File: config.mk
export PLATFORM = sky130hd
export DESIGN_NAME = sliding_window_ctrl_flat
export DESIGN_NICKNAME = d
export VERILOG_FILES = /design/src/rtl/sliding_window_pkg.sv /design/src/rtl/sliding_window_ctrl_if.sv /design/src/rtl/raster_counter.sv /design/src/rtl/sliding_window_ctrl.sv /design/src/flat_wrapper.sv
export SDC_FILE = /design/constraint.sdc
export NUM_CORES = 1
export LEC_CHECK = 0
export CORE_AREA = 2 2 80 82
export CTS_CLUSTER_SIZE = 14
export DETAILED_ROUTE_END_ITERATION = 10
export DIE_AREA = 0 0 82 84
export PLACE_DENSITY = 0.83
export SKIP_CTS_REPAIR_TIMING = 1
export SLEW_MARGIN = 30
export SYNTH_ARGS = -nofsm -noshare
export SYNTH_HDL_FRONTEND = slang
export SYNTH_SLANG_ARGS = --single-unit
File: constraint.sdc
create_clock -name clk -period 4.2 [get_ports clk]
set_clock_uncertainty 0.15 [all_clocks]
set_input_delay 0.63 -clock clk [delete_from_list [all_inputs] [get_ports clk]]
set_output_delay 0.63 -clock clk [all_outputs]
set_load 0.02 [all_outputs]
File: src/rtl/sliding_window_pkg.sv
// Shared types and defaults for the sliding-window frame sequencer.
package sliding_window_pkg;

    localparam int unsigned PIXEL_W          = 8;
    localparam int unsigned DEF_KERNEL_SIZE  = 3;
    localparam int unsigned DEF_ROW_WIDTH    = 640;
    localparam int unsigned DEF_NUM_ROWS     = 480;

    typedef enum logic [1:0] {
        IDLE,
        WAIT_SOF,
        STREAM,
        DONE
    } ctrl_state_t;

endpackage

File: src/rtl/sliding_window_ctrl_if.sv
// Upstream valid/ready pixel stream with start-of-frame marking.
interface sliding_window_ctrl_if;
    import sliding_window_pkg::*;

    logic               in_valid;
    logic               in_sof;
    logic [PIXEL_W-1:0] in_pixel;
    logic               in_ready;

    modport master (output in_valid, output in_sof, output in_pixel, input in_ready);
    modport slave  (input in_valid, input in_sof, input in_pixel, output in_ready);

endinterface

File: src/rtl/raster_counter.sv
// Column/row raster position counter; last flags the final pixel of a frame.
module raster_counter
    import sliding_window_pkg::*;
#(
    parameter int unsigned ROW_WIDTH = DEF_ROW_WIDTH,
    parameter int unsigned NUM_ROWS  = DEF_NUM_ROWS,
    localparam int unsigned COL_W    = $clog2(ROW_WIDTH),
    localparam int unsigned ROW_W    = $clog2(NUM_ROWS)
) (
    input  logic             clk,
    input  logic             reset,
    input  logic             inc,
    input  logic             clr,
    output logic [COL_W-1:0] col,
    output logic [ROW_W-1:0] row,
    output logic             last
);

    localparam logic [COL_W-1:0] COL_MAX = COL_W'(ROW_WIDTH - 1);
    localparam logic [ROW_W-1:0] ROW_MAX = ROW_W'(NUM_ROWS - 1);

    assign last = (col == COL_MAX) && (row == ROW_MAX);

    always_ff @(posedge clk) begin
        if (!reset || clr) begin
            col <= '0;
            row <= '0;
        end else if (inc) begin
            if (col == COL_MAX) begin
                col <= '0;
                row <= (row == ROW_MAX) ? '0 : row + 1'b1;
            end else begin
                col <= col + 1'b1;
            end
        end
    end

endmodule

File: src/rtl/sliding_window_ctrl.sv
// Frame sequencer feeding a free-running k x k window: accepts a gap-free
// pixel stream, clears the window between frames/faults and flags full neighbourhoods.
module sliding_window_ctrl
    import sliding_window_pkg::*;
#(
    parameter int unsigned KERNEL_SIZE = DEF_KERNEL_SIZE,
    parameter int unsigned ROW_WIDTH   = DEF_ROW_WIDTH,
    parameter int unsigned NUM_ROWS    = DEF_NUM_ROWS
) (
    input  logic                          clk,
    input  logic                          reset,
    input  logic                          enable,
    input  logic                          clear_err,
    sliding_window_ctrl_if.slave          up,
    output logic [PIXEL_W-1:0]            win_pixel,
    output logic                          win_clear,
    output logic                          out_valid,
    output logic [$clog2(NUM_ROWS)-1:0]   out_row,
    output logic [$clog2(ROW_WIDTH)-1:0]  out_col,
    output logic                          frame_done,
    output logic                          busy,
    output logic                          err_underrun,
    output logic                          err_sof,
    output logic [15:0]                   frame_count
);

    localparam int unsigned COL_W = $clog2(ROW_WIDTH);
    localparam int unsigned ROW_W = $clog2(NUM_ROWS);
    localparam int unsigned HALF  = (KERNEL_SIZE - 1) / 2;

    ctrl_state_t      state, state_nxt;
    logic             accept;
    logic             fault_underrun;
    logic             fault_sof;
    logic             cnt_clr;
    logic             last;
    logic [COL_W-1:0] col;
    logic [ROW_W-1:0] row;

    assign win_pixel = up.in_pixel;

    // The window has no enable, so win_clear must follow the current beat
    // combinationally: any cycle that does not deliver a pixel clears it.
    always_comb begin
        accept         = 1'b0;
        fault_underrun = 1'b0;
        fault_sof      = 1'b0;
        win_clear      = 1'b1;
        case (state)
            WAIT_SOF: begin
                accept    = up.in_valid & up.in_sof;
                win_clear = ~accept;
            end
            STREAM: begin
                fault_underrun = ~up.in_valid;
                fault_sof      = up.in_valid & up.in_sof;
                accept         = up.in_valid & ~up.in_sof;
                win_clear      = ~accept;
            end
            default: ;
        endcase
        cnt_clr = (state == IDLE) || (state == DONE) || fault_underrun || fault_sof;
    end

    always_comb begin
        state_nxt = state;
        case (state)
            IDLE:     if (enable) state_nxt = WAIT_SOF;
            WAIT_SOF: begin
                if (accept)       state_nxt = STREAM;
                else if (!enable) state_nxt = IDLE;
            end
            STREAM: begin
                if (fault_underrun || fault_sof) state_nxt = WAIT_SOF;
                else if (accept && last)         state_nxt = DONE;
            end
            DONE:     state_nxt = enable ? WAIT_SOF : IDLE;
            default:  state_nxt = IDLE;
        endcase
    end

    always_ff @(posedge clk) begin
        if (!reset) begin
            state       <= IDLE;
            up.in_ready <= 1'b0;
            busy        <= 1'b0;
            frame_count <= '0;
        end else begin
            state       <= state_nxt;
            up.in_ready <= (state_nxt == WAIT_SOF) || (state_nxt == STREAM);
            busy        <= (state_nxt != IDLE);
            if (state == DONE) frame_count <= frame_count + 16'd1;
        end
    end

    raster_counter #(
        .ROW_WIDTH (ROW_WIDTH),
        .NUM_ROWS  (NUM_ROWS)
    ) u_raster (
        .clk   (clk),
        .reset (reset),
        .inc   (accept),
        .clr   (cnt_clr),
        .col   (col),
        .row   (row),
        .last  (last)
    );

    // Centre coordinates are registered from the pre-increment raster position.
    always_ff @(posedge clk) begin
        if (!reset) begin
            out_valid  <= 1'b0;
            frame_done <= 1'b0;
            out_row    <= '0;
            out_col    <= '0;
        end else begin
            out_valid  <= accept && (row >= ROW_W'(KERNEL_SIZE - 1))
                                 && (col >= COL_W'(KERNEL_SIZE - 1));
            frame_done <= accept && last;
            if (accept && (row >= ROW_W'(KERNEL_SIZE - 1))
                       && (col >= COL_W'(KERNEL_SIZE - 1))) begin
                out_row <= row - ROW_W'(HALF);
                out_col <= col - COL_W'(HALF);
            end
        end
    end

    always_ff @(posedge clk) begin
        if (!reset) begin
            err_underrun <= 1'b0;
            err_sof      <= 1'b0;
        end else begin
            if (fault_underrun)  err_underrun <= 1'b1;
            else if (clear_err)  err_underrun <= 1'b0;
            if (fault_sof)       err_sof <= 1'b1;
            else if (clear_err)  err_sof <= 1'b0;
        end
    end

endmodule

File: src/flat_wrapper.sv
// flat-port wrapper written by rule: the top's interface ports become plain ports
module sliding_window_ctrl_flat import sliding_window_pkg::*;
#(
    parameter int unsigned KERNEL_SIZE = DEF_KERNEL_SIZE,
    parameter int unsigned ROW_WIDTH   = DEF_ROW_WIDTH,
    parameter int unsigned NUM_ROWS    = DEF_NUM_ROWS
)
  (clk, reset, enable, clear_err, win_pixel, win_clear, out_valid, out_row, out_col, frame_done, busy, err_underrun, err_sof, frame_count, up_in_valid, up_in_sof, up_in_pixel, up_in_ready);
  sliding_window_ctrl_if up_i ();
  input  logic clk;
  input  logic reset;
  input  logic enable;
  input  logic clear_err;
  output logic [PIXEL_W-1:0] win_pixel;
  output logic win_clear;
  output logic out_valid;
  output logic [$clog2(NUM_ROWS)-1:0] out_row;
  output logic [$clog2(ROW_WIDTH)-1:0] out_col;
  output logic frame_done;
  output logic busy;
  output logic err_underrun;
  output logic err_sof;
  output logic [15:0] frame_count;
  input wire logic [$bits(up_i.in_valid)-1:0] up_in_valid;
  input wire logic [$bits(up_i.in_sof)-1:0] up_in_sof;
  input wire logic [$bits(up_i.in_pixel)-1:0] up_in_pixel;
  output wire logic [$bits(up_i.in_ready)-1:0] up_in_ready;
  assign up_i.in_valid = up_in_valid;
  assign up_i.in_sof = up_in_sof;
  assign up_i.in_pixel = up_in_pixel;
  assign up_in_ready = up_i.in_ready;
  sliding_window_ctrl #(.KERNEL_SIZE(KERNEL_SIZE), .ROW_WIDTH(ROW_WIDTH), .NUM_ROWS(NUM_ROWS)) u_core (.clk(clk), .reset(reset), .enable(enable), .clear_err(clear_err), .up(up_i), .win_pixel(win_pixel), .win_clear(win_clear), .out_valid(out_valid), .out_row(out_row), .out_col(out_col), .frame_done(frame_done), .busy(busy), .err_underrun(err_underrun), .err_sof(err_sof), .frame_count(frame_count));
endmodule
==> impl_metrics.py, run 1 <==
metrics = {
    "synth": {
        "synth_top_family_by_area": "simple AND/OR/NAND/NOR gates",
        "muxShareOfSynthArea": 0.02152,
        "synthCells": 384,
        "synth_area_um2": 3256,
        "synth_top_area_cell": "dfxtp_1",
        "synth-xor-area-share": 0.07533,
        "synth.top_cells.by_area": "dfxtp_1 38%, xnor2_1 5.6%, ha_1 4.6%",
        "synth_seq_cells": 62,
        "synth_top_area_share": 0.3812,
        "ys_types": 50,
        "synth_nets": 410,
        "yosys_warnings": 0,
        "avgSynthCellArea_um2": 8.478,
        "yosys.area_share.adder": 0.04612,
        "ys_seq_area_frac": 0.3812,
        "synth-compound-area-share": 0.1706,
        "synthSimpleGateAreaFrac": 0.2390,
        "synth_ff_type": "dfxtp_1",
        "synth-edff-count": 0,
        "ys_async_sr_fraction": 0,
    },
    "critical_path": {
        "crit_end": "win_clear",
        "worstPathArrival_ns": 2.25,
        "endpoint_kind": "output pin",
        "rr_worst_depth": 8,
        "crit_type": "input pin to output pin",
        "r2r_setup_slack_ns": 1.41,
        "timing.rr.end": "u_core.up.in_ready$_SDFF_PN0_",
        "required_ns": 3.42,
        "start_kind": "input pin",
        "timing.rr.start": "u_core.state[1]$_SDFF_PN0_",
        "cp_max_fo": 6,
        "crit_start": "up_in_sof",
    },
    "timing": {
        "period_share": 0.7224,
        "hold_viol": 0,
        "slew_headroom": 0.3967,
        "tightest_slew_ns": 0.9001,
        "period_needed_ns": 3.034,
        "hold_ws_ns": 0.3258,
        "final_max_slew_viol_count": 0,
        "fin_setup_tns_ns": 0,
        "fin_ws_ns": 1.166,
        "fmax_mhz": 329.6,
        "rsz0062_at_grt": "false",
        "finalSetupViolCount": 0,
    },
    "grt": {
        "globalRouteOverflowTotal": 0,
        "grt_first_pass_wirelength_mm": 12.34,
        "antenna_found_initial": 0,
        "grtUsageTotal": 0.2234,
        "grt_pass1_vias": 2678,
        "grt_max_degree": 36,
    },
    "floorplan": {
        "dieArea_um2": 6888,
        "pin_count": 64,
        "die_width_um": 82,
        "die_h_um": 84,
        "fp-row-count": 29,
        "initial_core_util": 0.5341,
        "core_um2": 6096,
    },
    "finish": {
        "finalInstanceArea_um2": 3849,
        "area_growth_syn_to_layout_pct": 18.22,
        "fillers": 509,
        "multi_input_area_um2": 1799,
        "diodes": 0,
        "fin_nets": 438,
        "regArea_um2": 1241,
        "drive_above_1_share": 0.05769,
    },
    "clock_network": {
        "clock_latency_ns": 0.34,
        "root_buffer": "clkbuf_8",
        "clkSinkCount": 62,
        "clk_pin_slew_ns": 0.06,
        "cts_tree": "built",
        "max-clock-path-buffers": 2,
        "cts.htree.levels": 3,
        "cts_made_buffers": 9,
    },
    "drt": {
        "drtAntennaViolNets": 0,
        "vias": 2991,
        "routed_wl_mm": 7.570,
        "wire_per_inst_um": 15.35,
        "drc": 0,
        "viasPerCell": 6.067,
        "drt_iter0_markers": 173,
        "first_pass_iters": 4,
    },
    "placed_design": {
        "routabilityCongestion": 0.9132,
        "dpl_cell_area_um2": 3675,
        "dp_hpwl_mm": 5.232,
        "portBuffers": 47,
        "dp_slack_ns": 0.9995,
    },
    "power": {
        "ir_worst_vdd_mv": 0.1561,
        "p_clk_frac": 0.417,
        "pwr-share-seq": 0.534,
        "leakagePower_nw": 1.296,
        "p_int_mw": 0.8505,
        "p_switching_mw": 0.2587,
        "comb_power_share": 0.049,
        "switching_share": 0.2333,
        "power.density_nw_per_um2": 288.2,
    },
    "worst_hold_path": {
        "holdPathStages": 2,
        "hold_class": "flop to flop",
    },
    "run_status": {
        "status": "completed",
    },
    "job": {
        "maxCapViolCount": 0,
    },
}
layer usage:
metal | global-route usage | wire length [µm]
met2 | 0.3695 | 3763
met1 | 0.2903 | 3318
met5 | 0 | 0
met3 | 0.04437 | 387
met4 | 0.06515 | 101
worst min-delay path by stage:
stage | start | end | slack [ns]
global placement | u_core.out_col[8]$_SDFFE_PN0P_ | u_core.out_col[8]$_SDFFE_PN0P_ | 0.30
detailed placement | u_core.out_row[8]$_SDFFE_PN0P_ | u_core.out_row[8]$_SDFFE_PN0P_ | 0.32
finish | u_core.out_row[8]$_SDFFE_PN0P_ | u_core.out_row[8]$_SDFFE_PN0P_ | 0.33
floorplan | u_core.u_raster.row[8]$_SDFFE_PP0P_ | u_core.u_raster.row[8]$_SDFFE_PP0P_ | 0.34
global route | u_core.out_col[6]$_SDFFE_PN0P_ | u_core.out_col[6]$_SDFFE_PN0P_ | 0.34
CTS | u_core.out_row[8]$_SDFFE_PN0P_ | u_core.out_row[8]$_SDFFE_PN0P_ | 0.33
cells by family (layout without fill, tap and decap cells):
kind of cell               count (synthesis)  in the layout
AOI/OAI and AO/OA                         85             85
and+or+nand+nor                          145            145
xor gates and xnor gates                  28             28
buffers and inverters                     45             77
muxes                                      7              7
DFF                                       62             62
adders and majority gates                 12             12
power by group through the flow:
stage | clock network [mW] | registers, mW | logic (mW)
2_1_floorplan | 0 | 0.608 | 0.0411
3_3_place_gp | 0 | 0.606 | 0.0522
3_5_place_dp | 0 | 0.606 | 0.0529
4_1_cts | 0.468 | 0.592 | 0.0537
5_1_grt | 0.490 | 0.592 | 0.0593
6_report | 0.463 | 0.592 | 0.0540
cell type report:
cell class	count	share of cell area
Tap cell	77	0.02503
Clock inverter	4	0.005852
Sequential cell	62	0.3225
Clock buffer	11	0.03934
Inverter	12	0.01170
Timing Repair Buffer	50	0.1281
Multi-Input combinational cell	277	0.4675
worst max-delay path: stages:
cell             delay [ns]
clkdlybuf4s50_1        0.58
nand2b_1               0.21
nor2_1                 0.06
o21ai_0                0.15
clkdlybuf4s50_1        0.62
synthesized netlist by cell type, drive strengths merged, types with 4 or more instances:
library cell and number:
dfxtp 62, nor2 33, nand2 23, xnor2 21
a21oi 19, nand3 19, clkbuf 18, o21ai 18
buf 15, a31oi 14, ha 12, a211oi 11
inv 11, nor4 11, or3 11, nand4 10
nor3 9, or4 8, mux2i 7, o31ai 7
xor2 7, and3 6, nand2b 4
metrics by stage:
step / total power, mW / instances / utilization
after global routing: 1.141 / 493 / 0.6314
after detailed placement: 0.6587 / 478 / 0.6028
after global placement: 0.6579 / 478 / 0.6028
after CTS: 1.115 / 493 / 0.6314
final: 1.109 / 493 / 0.6314
after floorplan: 0.6487 / 384 / -
sequential cells by signal, summed over array words and instances (netlist names):
register and flops:
u_core.frame_count 16, u_core.out_valid 1, u_core.out_row 9, u_core.err_underrun 1, u_core.u_raster.row 9, u_core.out_col 10, u_core.busy 1, u_core.err_sof 1
u_core.up.in_ready 1, u_core.state 2, u_core.u_raster.col 10, u_core.frame_done 1
cells in the final DEF (no fill, tap or decap), types with 2 or more instances in the layout:
cell type / instances
dfxtp_1: 62
clkdlybuf4s50_1: 47
nor2_1: 33
nand2_1: 23
xnor2_1: 21
a21oi_1: 19
nand3_1: 18
o21ai_0: 18
a31oi_1: 14
ha_1: 12
inv_1: 11
or3_1: 11
nor4_1: 11
a211oi_1: 11
clkbuf_8: 11
nand4_1: 10
nor3_1: 8
mux2i_1: 7
or4_1: 7
xor2_1: 7
and3_1: 6
o31ai_1: 6
nand2b_1: 4
o31a_1: 3
and4_1: 3
clkinv_2: 3
buf_4: 3
a21o_1: 2
o211a_1: 2
a2bb2oi_1: 2
a311oi_1: 2
Power figures use the tool's default switching activity.
==> inputs of run 2 (changes only) <==
--- a/config.mk
+++ b/config.mk
@@ -5,11 +5,11 @@
 export SDC_FILE = /design/constraint.sdc
 export NUM_CORES = 1
 export LEC_CHECK = 0
-export CORE_AREA = 2 2 80 82
+export CORE_AREA = 2 2 83 85
 export CTS_CLUSTER_SIZE = 14
 export DETAILED_ROUTE_END_ITERATION = 10
-export DIE_AREA = 0 0 82 84
-export PLACE_DENSITY = 0.83
+export DIE_AREA = 0 0 85 87
+export PLACE_DENSITY = 0.78
 export SKIP_CTS_REPAIR_TIMING = 1
 export SLEW_MARGIN = 30
 export SYNTH_ARGS = -nofsm -noshare
==> constraint.sdc (replaced) <==
create_clock -name clk -period 2.87 [get_ports clk]
set_clock_uncertainty 0.15 [all_clocks]
set_input_delay 0.4305 -clock clk [delete_from_list [all_inputs] [get_ports clk]]
set_output_delay 0.4305 -clock clk [all_outputs]
set_load 0.02 [all_outputs]
==> impl_metrics.py, run 2 (same netlist as run 1, synthesis figures left out) <==
metrics = {
    "drt": {
        "routed_wl_mm": 7.723,
        "drt_iter0_markers": 160,
        "drtAntennaViolNets": 0,
        "wire_per_inst_um": 15.32,
        "drc": 0,
        "vias": 3018,
        "first_pass_iters": 4,
        "viasPerCell": 5.988,
    },
    "worst_hold_path": {
        "hold_class": "flop to flop",
        "whs_endpoint": "u_core.out_row[8]$_SDFFE_PN0P_",
        "min_from": "u_core.out_row[8]$_SDFFE_PN0P_",
        "holdPathStages": 2,
    },
    "clock_network": {
        "root_buffer": "clkbuf_8",
        "clkSinkCount": 62,
        "cts.htree.levels": 3,
        "cts_made_buffers": 9,
        "max-clock-path-buffers": 2,
        "cts_tree": "built",
        "clk_pin_slew_ns": 0.07,
        "clock_latency_ns": 0.34,
    },
    "finish": {
        "diodes": 0,
        "fin_nets": 445,
        "fin_util": 0.6036,
        "area_growth_syn_to_layout_pct": 21.79,
        "top_regs": "u_core.frame_count (16), u_core.out_col (10), u_core.u_raster.col (10)",
        "top_register": "u_core.frame_count",
        "drive_above_1_share": 0.07311,
        "final_cell_mix": "62 x dfxtp_1, 47 x clkdlybuf4s50_1, 33 x nor2_1",
        "mostFrequentLayoutCell": "dfxtp_1",
        "fillers": 565,
        "largest_reg_flops": 16,
    },
    "run_status": {
        "status": "completed",
    },
    "grt": {
        "grt_first_pass_wirelength_mm": 12.90,
        "grtUsageTotal": 0.2155,
        "grt_pass1_vias": 2715,
        "grt_max_degree": 35,
        "globalRouteOverflowTotal": 0,
        "antenna_found_initial": 0,
    },
    "power": {
        "leakagePower_nw": 1.356,
        "power.density_nw_per_um2": 466.0,
        "p_total_mw": 1.848,
        "ir_worst_vdd_mv": 0.2835,
    },
    "timing": {
        "fin_ws_ns": 0.2286,
        "fmax_mhz": 378.6,
        "slew_headroom": 0.4071,
        "final_max_slew_viol_count": 0,
        "hold_ws_ns": 0.3137,
        "hold_viol": 0,
        "finalSetupViolCount": 0,
        "fin_setup_tns_ns": 0,
        "rsz0062_at_grt": "false",
        "period_share": 0.9203,
        "period_needed_ns": 2.641,
        "tightest_slew_ns": 0.8846,
    },
    "floorplan": {
        "core_um2": 6569,
        "die_h_um": 87,
        "initial_core_util": 0.4956,
        "die_width_um": 85,
        "dieArea_um2": 7395,
        "pin_count": 64,
        "fp-row-count": 30,
    },
    "critical_path": {
        "r2r_setup_slack_ns": 0.23,
        "required_ns": 2.29,
        "cp_max_fo": 6,
        "endpoint_kind": "output pin",
        "timing.rr.end": "u_core.up.in_ready$_SDFF_PN0_",
        "timing.rr.start": "u_core.state[1]$_SDFF_PN0_",
        "rr_worst_depth": 8,
        "crit_type": "input pin to output pin",
        "start_kind": "input pin",
        "worstPathArrival_ns": 2.06,
    },
    "placed_design": {
        "routabilityCongestion": 0.9436,
        "dp_hpwl_mm": 5.390,
        "portBuffers": 47,
        "dp_slack_ns": -0.006238,
    },
    "job": {
        "maxCapViolCount": 0,
    },
}
[run 2: worst max-delay path: stages]
cell             delay, ns
clkdlybuf4s50_1       0.58
nand2b_1              0.22
nor2_1                0.06
o21ai_0               0.15
clkdlybuf4s50_1       0.62
[run 2: routing by layer]
metal	share of wire	wire length, µm	track usage
met5	0	0	0
met3	0.044	343	0.04360
met2	0.48	3719	0.3459
met4	0.023	175	0.09235
met1	0.45	3486	0.2826
[run 2: power by group]
group	switching [mW]	leakage, nW	internal, mW
Clock	0.338	0.120	0.559
Combinational	0.0514	0.736	0.0326
Sequential	0.00232	0.500	0.864
Total	0.392	1.36	1.46
[run 2: how the worst max path moves through the flow]
stage / from / to / slack [ns] / cells past startpoint
floorplan: u_core.state[0]$_SDFF_PN0_ / u_core.up.in_ready$_SDFF_PN0_ / 0.39 / 8
global placement: up_in_sof / u_core.up.in_ready$_SDFF_PN0_ / 0.07 / 7
detailed placement: up_in_sof / u_core.up.in_ready$_SDFF_PN0_ / -0.006 / 7
CTS: up_in_sof / win_clear / 0.23 / 5
global route: u_core.state[1]$_SDFF_PN0_ / u_core.out_col[3]$_SDFFE_PN0P_ / 0.006 / 6
finish: up_in_sof / win_clear / 0.23 / 5
[run 2: layout make-up]
class                           count  area [µm²]  area share
Clock buffer                       13       168.9     0.04260
Clock inverter                      3       65.06     0.01641
Inverter                           12       45.04     0.01136
Multi-Input combinational cell    277        1799      0.4538
Sequential cell                    62        1241      0.3130
Tap cell                           80       100.1     0.02524
Timing Repair Buffer               57       545.5      0.1376
[run 2: metrics by stage]
| stage | cells | area, µm² |
|---|---|---|
| floorplan | 384 | 3256 |
| global placement | 488 | 3731 |
| detailed placement | 488 | 3731 |
| CTS | 504 | 3965 |
| global route | 504 | 3965 |
| finish | 504 | 3965 |
==> inputs of run 3 (changes only) <==
--- a/config.mk
+++ b/config.mk
@@ -5,11 +5,12 @@
 export SDC_FILE = /design/constraint.sdc
 export NUM_CORES = 1
 export LEC_CHECK = 0
-export CORE_AREA = 2 2 83 85
+export CORE_AREA = 2 2 84 86
 export CTS_CLUSTER_SIZE = 14
 export DETAILED_ROUTE_END_ITERATION = 10
-export DIE_AREA = 0 0 85 87
-export PLACE_DENSITY = 0.78
+export DIE_AREA = 0 0 86 88
+export GPL_ROUTABILITY_DRIVEN = 1
+export PLACE_DENSITY = 0.76
 export SKIP_CTS_REPAIR_TIMING = 1
 export SLEW_MARGIN = 30
 export SYNTH_ARGS = -nofsm -noshare
==> impl_metrics.py, run 3 (same netlist as run 1, synthesis figures left out) <==
metrics = {
    "worst_hold_path": {
        "hold_class": "flop to flop",
        "min_from": "u_core.out_row[8]$_SDFFE_PN0P_",
        "holdPathStages": 2,
        "whs_endpoint": "u_core.out_row[8]$_SDFFE_PN0P_",
    },
    "clock_network": {
        "clk_pin_slew_ns": 0.06,
        "cts.htree.levels": 3,
        "clkSinkCount": 62,
        "cts_made_buffers": 9,
        "cts_tree": "built",
        "clock_latency_ns": 0.33,
        "root_buffer": "clkbuf_8",
        "max-clock-path-buffers": 2,
    },
    "job": {
        "maxCapViolCount": 0,
    },
    "critical_path": {
        "crit_type": "input pin to output pin",
        "worstPathArrival_ns": 2.08,
        "cp_max_fo": 6,
        "start_kind": "input pin",
        "rr_worst_depth": 6,
        "timing.rr.start": "u_core.state[1]$_SDFF_PN0_",
        "timing.rr.end": "u_core.out_col[3]$_SDFFE_PN0P_",
        "r2r_setup_slack_ns": 0.31,
        "required_ns": 2.29,
        "endpoint_kind": "output pin",
    },
    "grt": {
        "grtUsageTotal": 0.2088,
        "grt_max_degree": 27,
        "globalRouteOverflowTotal": 0,
        "grt_first_pass_wirelength_mm": 12.58,
        "antenna_found_initial": 0,
        "grt_pass1_vias": 2695,
    },
    "timing": {
        "slew_headroom": 0.3978,
        "hold_viol": 0,
        "hold_ws_ns": 0.3155,
        "fin_setup_tns_ns": 0,
        "finalSetupViolCount": 0,
        "period_needed_ns": 2.663,
        "period_share": 0.9279,
        "fmax_mhz": 375.5,
        "tightest_slew_ns": 0.8985,
        "final_max_slew_viol_count": 0,
        "rsz0062_at_grt": "false",
    },
    "drt": {
        "drt_iter0_markers": 243,
        "drc": 0,
        "first_pass_iters": 4,
        "routed_wl_mm": 7.560,
        "wire_per_inst_um": 15.03,
        "viasPerCell": 5.911,
        "drtAntennaViolNets": 0,
        "vias": 2973,
    },
    "power": {
        "p_total_mw": 1.748,
        "ir_worst_vdd_mv": 0.2199,
        "power.density_nw_per_um2": 443.2,
        "p_switching_mw": 0.3848,
        "p_clk_frac": 0.457,
        "leakagePower_nw": 1.341,
        "switching_share": 0.2201,
        "pwr-share-seq": 0.496,
        "comb_power_share": 0.047,
        "p_int_mw": 1.363,
    },
    "floorplan": {
        "dieArea_um2": 7568,
        "die_h_um": 88,
        "fp-row-count": 30,
        "core_um2": 6644,
        "initial_core_util": 0.4900,
        "pin_count": 64,
        "die_width_um": 86,
    },
    "run_status": {
        "status": "completed",
    },
    "finish": {
        "mostFrequentLayoutCell": "dfxtp_1",
        "top_register": "u_core.frame_count",
        "area_growth_syn_to_layout_pct": 21.14,
        "largest_reg_flops": 16,
        "final_cell_mix": "62 x dfxtp_1, 47 x clkdlybuf4s50_1, 33 x nor2_1",
        "drive_above_1_share": 0.07565,
        "top_regs": "u_core.frame_count (16), u_core.out_col (10), u_core.u_raster.col (10)",
        "fin_util": 0.5936,
        "diodes": 0,
        "fin_nets": 445,
    },
    "placed_design": {
        "dp_hpwl_mm": 5.342,
        "portBuffers": 47,
        "routabilityCongestion": 0.9126,
    },
}
run 3: power by group through the flow:
stage | sequential, mW | combinational [mW] | clock (mW)
5_1_grt | 0.866 | 0.0912 | 0.854
2_1_floorplan | 0.889 | 0.0602 | 0
3_5_place_dp | 0.886 | 0.0822 | 0
6_report | 0.867 | 0.0828 | 0.798
4_1_cts | 0.867 | 0.0830 | 0.812
3_3_place_gp | 0.886 | 0.0817 | 0
run 3: area by class of cell:
| type | instances | area (µm²) |
|---|---|---|
| well taps | 80 | 100.1 |
| clock inverters | 3 | 42.54 |
| flip-flops and latches | 62 | 1241 |
| repair buffers | 57 | 545.5 |
| clock buffers | 12 | 165.2 |
| fillers | 561 | 2700 |
| inverters | 12 | 45.04 |
| multi-input cells | 277 | 1804 |
run 3: through the flow:
step | instances | setup WS, ns | area (µm²)
2_1_floorplan | 384 | 0.3897 | 3256
3_3_place_gp | 488 | 0.06374 | 3731
3_5_place_dp | 488 | 0.004228 | 3731
4_1_cts | 503 | 0.2166 | 3939
5_1_grt | 503 | 0.06044 | 3944
6_report | 503 | 0.2069 | 3944
run 3: metal layers:
layer	up-vias	global-route usage	share of wire
met5	-	0	0
met4	0	0.09091	0.015
met3	10	0.05278	0.053
met2	92	0.3298	0.48
met1	1400	0.2711	0.45
li1	1471	-	-
run 3: worst max-delay path by stage:
stage                                    start                        endpoint  slack [ns]  cells after the start
detailed placement                   up_in_sof   u_core.up.in_ready$_SDFF_PN0_       0.004                      7
global placement                     up_in_sof   u_core.up.in_ready$_SDFF_PN0_        0.06                      7
finish                               up_in_sof                       win_clear        0.21                      5
global route        u_core.state[1]$_SDFF_PN0_  u_core.out_col[3]$_SDFFE_PN0P_        0.06                      6
floorplan           u_core.state[0]$_SDFF_PN0_   u_core.up.in_ready$_SDFF_PN0_        0.39                      8
CTS                 u_core.state[1]$_SDFF_PN0_   u_core.up.in_ready$_SDFF_PN0_        0.22                      8
run 3: critical path, cell delays in order:
cell	delay, ns
clkdlybuf4s50_1	0.58
nand2b_1	0.23
nor2_1	0.06
o21ai_0	0.15
clkdlybuf4s50_1	0.63
